<file path="src/rtl/state_machine_driver.sv">
// Initiator-side driver for the 2-bit state_machine block: mirrors its state, steers it
// to a requested state along a shortest path and flags any observed code mismatch.
module state_machine_driver #(
  parameter logic IDLE_IN = 1'b0,
  parameter int   CNT_W   = 8
) (
  input  logic             clk_i,
  input  logic             reset_ni,
  input  logic             req_valid_i,
  output logic             req_ready_o,
  input  logic [1:0]       req_target_i,
  output logic             in_o,
  input  logic [2:0]       code_i,
  input  logic             err_clr_i,
  output logic             done_o,
  output logic             abort_o,
  output logic             lost_o,
  output logic             err_o,
  output logic [1:0]       mirror_o,
  output logic [1:0]       steps_o,
  output logic [CNT_W-1:0] mismatch_cnt_o,
  output logic [1:0]       state_o
);

  // Handshake: a command transfers on a rising edge where req_valid_i & req_ready_o;
  // req_ready_o is high only in IDLE and does not depend on req_valid_i.

  typedef enum logic [1:0] {
    ST_IDLE = 2'd0,
    ST_BUSY = 2'd1,
    ST_LOST = 2'd2
  } state_e;

  state_e           state_q, state_d;
  logic [1:0]       mirror_q, mirror_d;
  logic [1:0]       target_q, target_d;
  logic [1:0]       step_q, step_d;
  logic [1:0]       steps_q, steps_d;
  logic             err_q, err_d;
  logic [CNT_W-1:0] cnt_q, cnt_d;
  logic             mismatch;
  logic             count_mismatch;

  function automatic logic [1:0] model_next(input logic [1:0] s, input logic in_b);
    if (!in_b) return s + 2'd1;
    case (s)
      2'd0:    return 2'd2;
      2'd1:    return 2'd3;
      2'd2:    return 2'd1;
      default: return 2'd0;
    endcase
  endfunction

  function automatic logic [2:0] code_of(input logic [1:0] s);
    case (s)
      2'd0:    return 3'b001;
      2'd3:    return 3'b111;
      default: return 3'b011;
    endcase
  endfunction

  // Shortest-path input toward target t from mirror m; all other pairs step with in=0.
  function automatic logic path_in(input logic [1:0] t, input logic [1:0] m);
    case ({t, m})
      4'b00_01, 4'b01_10, 4'b10_00, 4'b11_01: return 1'b1;
      default:                                return 1'b0;
    endcase
  endfunction

  assign mismatch       = (code_i != code_of(mirror_q));
  assign count_mismatch = mismatch && (state_q != ST_LOST);

  always_comb begin
    state_d     = state_q;
    target_d    = target_q;
    step_d      = step_q;
    steps_d     = steps_q;
    in_o        = IDLE_IN;
    req_ready_o = 1'b0;
    done_o      = 1'b0;
    abort_o     = 1'b0;
    lost_o      = 1'b0;
    case (state_q)
      ST_IDLE: begin
        req_ready_o = 1'b1;
        if (mismatch) begin
          state_d = ST_LOST;
        end else if (req_valid_i) begin
          target_d = req_target_i;
          step_d   = 2'd0;
          state_d  = ST_BUSY;
        end
      end
      ST_BUSY: begin
        if (mirror_q != target_q) in_o = path_in(target_q, mirror_q);
        if (mismatch) begin
          abort_o = 1'b1;
          state_d = ST_LOST;
        end else if (mirror_q == target_q) begin
          done_o  = 1'b1;
          steps_d = step_q;
          state_d = ST_IDLE;
        end else begin
          step_d = step_q + 2'd1;
        end
      end
      default: begin
        lost_o = 1'b1;
        in_o   = 1'b0;
        if (code_i == 3'b001) state_d = ST_IDLE;
      end
    endcase
    mirror_d = model_next(mirror_q, in_o);
    // While lost, the only trustworthy anchor is code 001 (state 0); we step past it to 1.
    if (state_q == ST_LOST) mirror_d = (code_i == 3'b001) ? 2'd1 : mirror_q;
  end

  always_comb begin
    err_d = err_q;
    cnt_d = cnt_q;
    if (err_clr_i) begin
      err_d = 1'b0;
      cnt_d = '0;
    end
    if (count_mismatch) begin
      err_d = 1'b1;
      if (err_clr_i)   cnt_d = CNT_W'(1);
      else if (!(&cnt_q)) cnt_d = cnt_q + CNT_W'(1);
    end
  end

  always_ff @(posedge clk_i or negedge reset_ni) begin
    if (!reset_ni) begin
      state_q  <= ST_IDLE;
      mirror_q <= 2'd0;
      target_q <= 2'd0;
      step_q   <= 2'd0;
      steps_q  <= 2'd0;
      err_q    <= 1'b0;
      cnt_q    <= '0;
    end else begin
      state_q  <= state_d;
      mirror_q <= mirror_d;
      target_q <= target_d;
      step_q   <= step_d;
      steps_q  <= steps_d;
      err_q    <= err_d;
      cnt_q    <= cnt_d;
    end
  end

  assign mirror_o       = mirror_q;
  assign steps_o        = steps_q;
  assign err_o          = err_q;
  assign mismatch_cnt_o = cnt_q;
  assign state_o        = state_q;

  step_limit_a: assert property (@(posedge clk_i) disable iff (!reset_ni) step_q != 2'd3);

endmodule

</file>
<file path="config.mk">
export PLATFORM = sky130hd
export DESIGN_NAME = state_machine_driver
export DESIGN_NICKNAME = d
export VERILOG_FILES = /design/src/rtl/state_machine_driver.sv
export SDC_FILE = /design/constraint.sdc
export NUM_CORES = 1
export LEC_CHECK = 0
export CAP_MARGIN = 40
export CORE_MARGIN = 3
export CORE_UTILIZATION = 48
export DETAILED_ROUTE_END_ITERATION = 12
export PLACE_DENSITY = 0.81
export SLEW_MARGIN = 20
export SYNTH_ARGS = -nofsm -noshare
export SYNTH_HDL_FRONTEND = slang
export SYNTH_SLANG_ARGS = --single-unit
</file>
<file path="constraint.sdc">
create_clock -name clk_i -period 3.75 [get_ports clk_i]
set_input_delay 0.5625 -clock clk_i [delete_from_list [all_inputs] [get_ports clk_i]]
set_output_delay 0.5625 -clock clk_i [all_outputs]
set_load 0.02 [all_outputs]
</file>
# Word level (Yosys, flattened, before mapping)
# Cells that the tools add are included.
dict set report op_classes {
  add_sub_neg 3
  bitwise_logic 1
  eq_ne 21
  reduce_logical 13
  mux 32
}
# op count
set ops {}
lappend ops {{2-to-1 mux 8 bit} 4}
lappend ops {{2-to-1 mux 2 bit} 12}
lappend ops {{2-to-1 mux 1 bit} 12}
lappend ops {{inequality test 2 bit, second input constant} 6}
lappend ops {{AND reduction 3 bit} 3}
lappend ops {{adder 8 x 1 -> 8 bit, second input constant} 1}
lappend ops {{equality test 4 bit, second input constant} 2}
lappend ops {{case mux 2 bit (2 select lines)} 2}
lappend ops {{AND reduction 8 bit} 1}
lappend ops {{equality test 2 bit, second input constant} 3}
lappend ops {{inequality test 3 bit, second input constant} 2}
lappend ops {{case mux 2 bit (3 select lines)} 1}
lappend ops {{case mux 3 bit (2 select lines)} 1}
lappend ops {{AND reduction 5 bit} 1}
lappend ops {{adder 2 x 1 -> 2 bit, second input constant} 2}
lappend ops {{equality test 2 x 1 -> 1 bit, second input constant} 2}
lappend ops {{equality test 4 x 1 -> 1 bit, second input constant} 1}
lappend ops {{equality test 4 x 3 -> 1 bit, second input constant} 1}
lappend ops {{zero test 2 bit} 2}
lappend ops {{nonzero test 2 bit} 2}
lappend ops {{OR reduction 4 bit} 1}
lappend ops {{equality test 3 x 1 -> 1 bit, second input constant} 1}
lappend ops {{inequality test 3 bit} 1}
lappend ops {{nonzero test 3 bit} 1}
lappend ops {{other kinds (5)} 5}
dict set report totals {
  output_inout_bits 20
  ff_bits 19
  in_bits 9
}

# Longest topological paths before layout
dict set report logic_depth {
  ltp_word 7
  depth_mapped 7
  ltp_nobuf 6
}

# Worst setup path before layout
# Ideal clock, no wire load.
dict set report synth_timing {
  path_kind {register to output}
  start {register mirror_q[0] (netlist: mirror_o[0])}
  end {output abort_o}
  t_arrival_ns 1.672
  path_stages_with_launch 7
  n_path_buf 1
  path_slack_ns 1.515
  required_ns 3.188
  path_cell_list {dfrtp_1 -> inv_1 -> ha_1 -> xor2_1 -> and3_2 -> clkbuf_2 -> nor2_1}
}
dict set report synth_via {
  elab_chain_cells 5
}
# element line_no
set synth_lines {}
lappend synth_lines {{start, declared} 35} ;# logic [1:0] mirror_q, mirror_d;
lappend synth_lines {{start signal, assigned} 143} ;# mirror_q <= mirror_d;
lappend synth_lines {{equality test 2 bit / zero test 2 bit (equally long branches)} 55} ;# case (s)
lappend synth_lines {{case mux 3 bit (2 select lines) *} 55}
lappend synth_lines {{inequality test 3 bit *} 70} ;# assign mismatch = (code_i != code_of(mirror_q));
lappend synth_lines {{2-to-1 mux 1 bit *} 96} ;# if (mismatch) begin
lappend synth_lines {{2-to-1 mux 1 bit *} 83} ;# case (state_q)
lappend synth_lines {{end, declared} 16} ;# output logic abort_o,
# Mark *: on every way between the ends. The rest lies on a longest branch, timed or not.

# Final worst setup path
dict set report layout_timing {
  start {register mirror_q[0] (netlist: mirror_o[0])}
  end {output done_o}
}
dict set report layout_via {
  elab_chain_cells 5
}
# element line_no
set layout_lines {}
lappend layout_lines {{equality test 2 bit / zero test 2 bit (equally long branches)} 55}
lappend layout_lines {{case mux 3 bit (2 select lines)} 55}
lappend layout_lines {{inequality test 3 bit} 70}
lappend layout_lines {{2-to-1 mux 1 bit *} 96}
lappend layout_lines {{2-to-1 mux 1 bit *} 83}
lappend layout_lines {{end, declared} 15} ;# output logic done_o,
# Marks and branches as above.

==> impl_results.md <==
- Clk sinks: 19
- Int Pwr: 0.513 mW
- Comb power frac: 51.6%
- Fraction of layout cells with a size suffix above 1: 10.5%
- Clock Path Buffers: 2
- Setup ws final: 0.778 ns
- Chip Height: 55.1 um
- TritonCTS clock tree: yes
- Initial DRT Pass Iterations: 4
- Worst slew pin tran: 0.433 ns
- CP endpoint: done_o
- Switching power share of the total: 42.4%
- First-pass GRT wire length: 4040 um
- Grt ovf: 0
- Wirelength per Cell: 14.6 um
- Root Driver: clkbuf_4
- CP Capture Type: primary output
- Final setup viols: 0
- Max Clock Skew: 0.00192 ns
- Clk pwr share: 11.6%
- Leading area contributor after synthesis: dfrtp_1
- RSZ-0062 raised after global routing: no
- ANT cells: 0
- Resize count post-CTS: 0
- Die W: 55.1 um
- DRC violations left: 0
- Vias per cell: 5.80
- Core area: 2250 sq um
- Num rows: 17
- Predominant post-synthesis flop cell: dfrtp_1
- Max cap viols: 0
- Post-CTS setup buffers: 0
- CTS buffer count: 3
- Final period util: 79.3%
- Drt total wl: 2500 um
- Final Hold Viols: 0
- Boundary pin count: 29
- Yosys reg bits: 19
- Antenna Violating Nets Remaining: 0
- Critical path class: flip-flop to primary output
- Synth Area per Inst: 10.1 sq um
- Sum of negative setup slack: 0 ns
- Worst hold path type: primary input to asynchronous set/reset pin
- Crit. Startpoint: mirror_o[0]$_DFFE_PN0P_
- Max Fanout on Critical Path: 6
- Synthesized cell area: 1160 sq um
- Max_slew headroom: 70.9%
- R2r endpoint: mismatch_cnt_o[7]$_DFF_PN0_
- Max Slew Vio Count: 0
- Total Power: 0.891 mW
- Largest net degree at the start of global routing: 17
- Ys async rst share: 100%
- LEAKAGE: 0.643 nW
- Commonest cells post-synth: dfrtp_1, inv_1, nand2_1, nor2_1, nand3_1
- GR Util All Layers: 18.7%
- Vias in the first global route: 939
- Syn Nets: 129
- Post-Place Worst Slack: 0.848 ns
- Top-count cell post-synth: dfrtp_1
- Post-synth EDFFs: 0
- Leading post-synthesis cells by cell area: dfrtp_1, ha_1, mux2_2
- Cts hold-fix bufs: 0
- Later-pin clock latency in the skew report: 0.29 ns
- Cell Pwr Density: 600 nW/um^2
- Synth warnings: 0
- R2r setup slk: 1.53 ns
- Initial drt markers: 19
- HPWL Detailed: 1900 um
- Sequential share of the synthesized area: 41.1%
- Clock-pin transition on the worst setup and hold timing paths: 0.11 ns
- DIE AREA: 3040 sq um
- Status: completed
- CP Data Required Time: 3.19 ns
- H-Tree Depth: 1
- Gp weighted congestion: 0.777
- Post-Synthesis Cells: 115
- Starting Density: 51.3%
- Port Buf Inserts: 28
- Initial antenna violation count: 0
- Arrival time worst endpoint: 2.41 ns
- Unique masters post-synth: 41
- Share of power burned in registers: 36.9%
- Peak VDD IR: 397 uV
- Crit path launch type: flip-flop
- Worst r2r path cells: 6
- Fmax: 336 MHz
- DR vias: 991
- Final Critical Period: 2.97 ns
- Psw: 0.378 mW
- R2r startpoint: mirror_o[0]$_DFFE_PN0P_
- Nets: 158
- Hold slack: 0.479 ns
- Post-synth top area share: 41.1%
- Syn-to-layout area delta: 28.3%
- Layout Utilization: 65.9%
==> critical path, stage by stage (launching register included) <==
cell and delay, ns:
dfrtp_1 0.46, inv_1 0.14, ha_1 0.22, xor2_1 0.24
nand3_1 0.12, nor3_2 0.29, clkdlybuf4s50_1 0.66
==> cell usage in the layout, fill, tap and decap left out, types with 2 or more instances in the layout <==
cell / instances
nand4_1: 2
and2_1: 2
a21oi_1: 4
nor2_1: 8
o311ai_0: 2
nand3_1: 6
inv_1: 9
clkbuf_4: 3
or4_1: 2
o21ai_0: 3
nand2_1: 8
o31ai_1: 3
dfrtp_1: 19
mux2i_1: 4
mux2_2: 5
o41ai_1: 2
ha_1: 5
a21o_1: 3
clkdlybuf4s50_1: 28
xnor2_1: 3
==> metrics by stage <==
| stage | cell area [sq um] | std cells |
|---|---|---|
| 4_1_cts | 1490 | 171 |
| 5_1_grt | 1490 | 171 |
| 3_5_place_dp | 1460 | 167 |
| 3_3_place_gp | 1440 | 166 |
| 2_1_floorplan | 1160 | 115 |
| 6_report | 1490 | 171 |
==> power groups by stage <==
stage               Combinational (mW)  Clock, mW  Sequential (mW)
floorplan                        0.288          0            0.357
global placement                 0.444          0            0.328
detailed placement               0.461          0            0.334
CTS                              0.464      0.106            0.329
global route                     0.506      0.115            0.340
finish                           0.459      0.103            0.329
==> how the worst min path moves through the flow <==
stage / from / end / slack, ns / depth (start not counted)
after floorplan: reset_ni / err_o$_DFFE_PN0P_ / 0.27 / 0
after global placement: steps_o[1]$_DFFE_PN0P_ / steps_o[1]$_DFFE_PN0P_ / 0.50 / 1
after detailed placement: steps_o[1]$_DFFE_PN0P_ / steps_o[1]$_DFFE_PN0P_ / 0.50 / 1
after CTS: reset_ni / step_q[1]$_DFFE_PN0P_ / 0.47 / 1
after global routing: reset_ni / steps_o[0]$_DFFE_PN0P_ / 0.48 / 1
final: reset_ni / step_q[1]$_DFFE_PN0P_ / 0.48 / 1
==> final cells by class <==
cell class                      instances  area (sq um)
Sequential cell                        19           475
Fill cell                             192           769
Timing Repair Buffer                   29           295
Clock buffer                            4          26.3
Multi-Input combinational cell         82           619
Tap cell                               28          35.0
Inverter                                9          33.8
==> sequential cells by signal, summed over array words and instances (netlist names) <==
signal          cells
step_q              2
state_o             2
mismatch_cnt_o      8
steps_o             2
mirror_o            2
target_q            2
err_o               1
==> kinds of logic after synthesis <==
group                    share of synthesized area (%)
adder cells (fa/ha/maj)                           5.41
XOR/XNOR                                          3.03
flip-flops                                        41.1
buffers and inverters                             5.41
AND/OR/NAND/NOR                                   18.4
multiplexers                                      9.30
AO/OA/AOI/OAI                                     17.4
==> per-layer routing <==
layer  vias up  track usage [%]  part of all wire [%]
li1        480                -                     -
met1       477             22.0                    45
met2        32             33.3                    48
met3         2             3.49                   6.4
met4         0             7.69                  0.48
met5         -                0                     0
(Power assumes the default switching activity.)
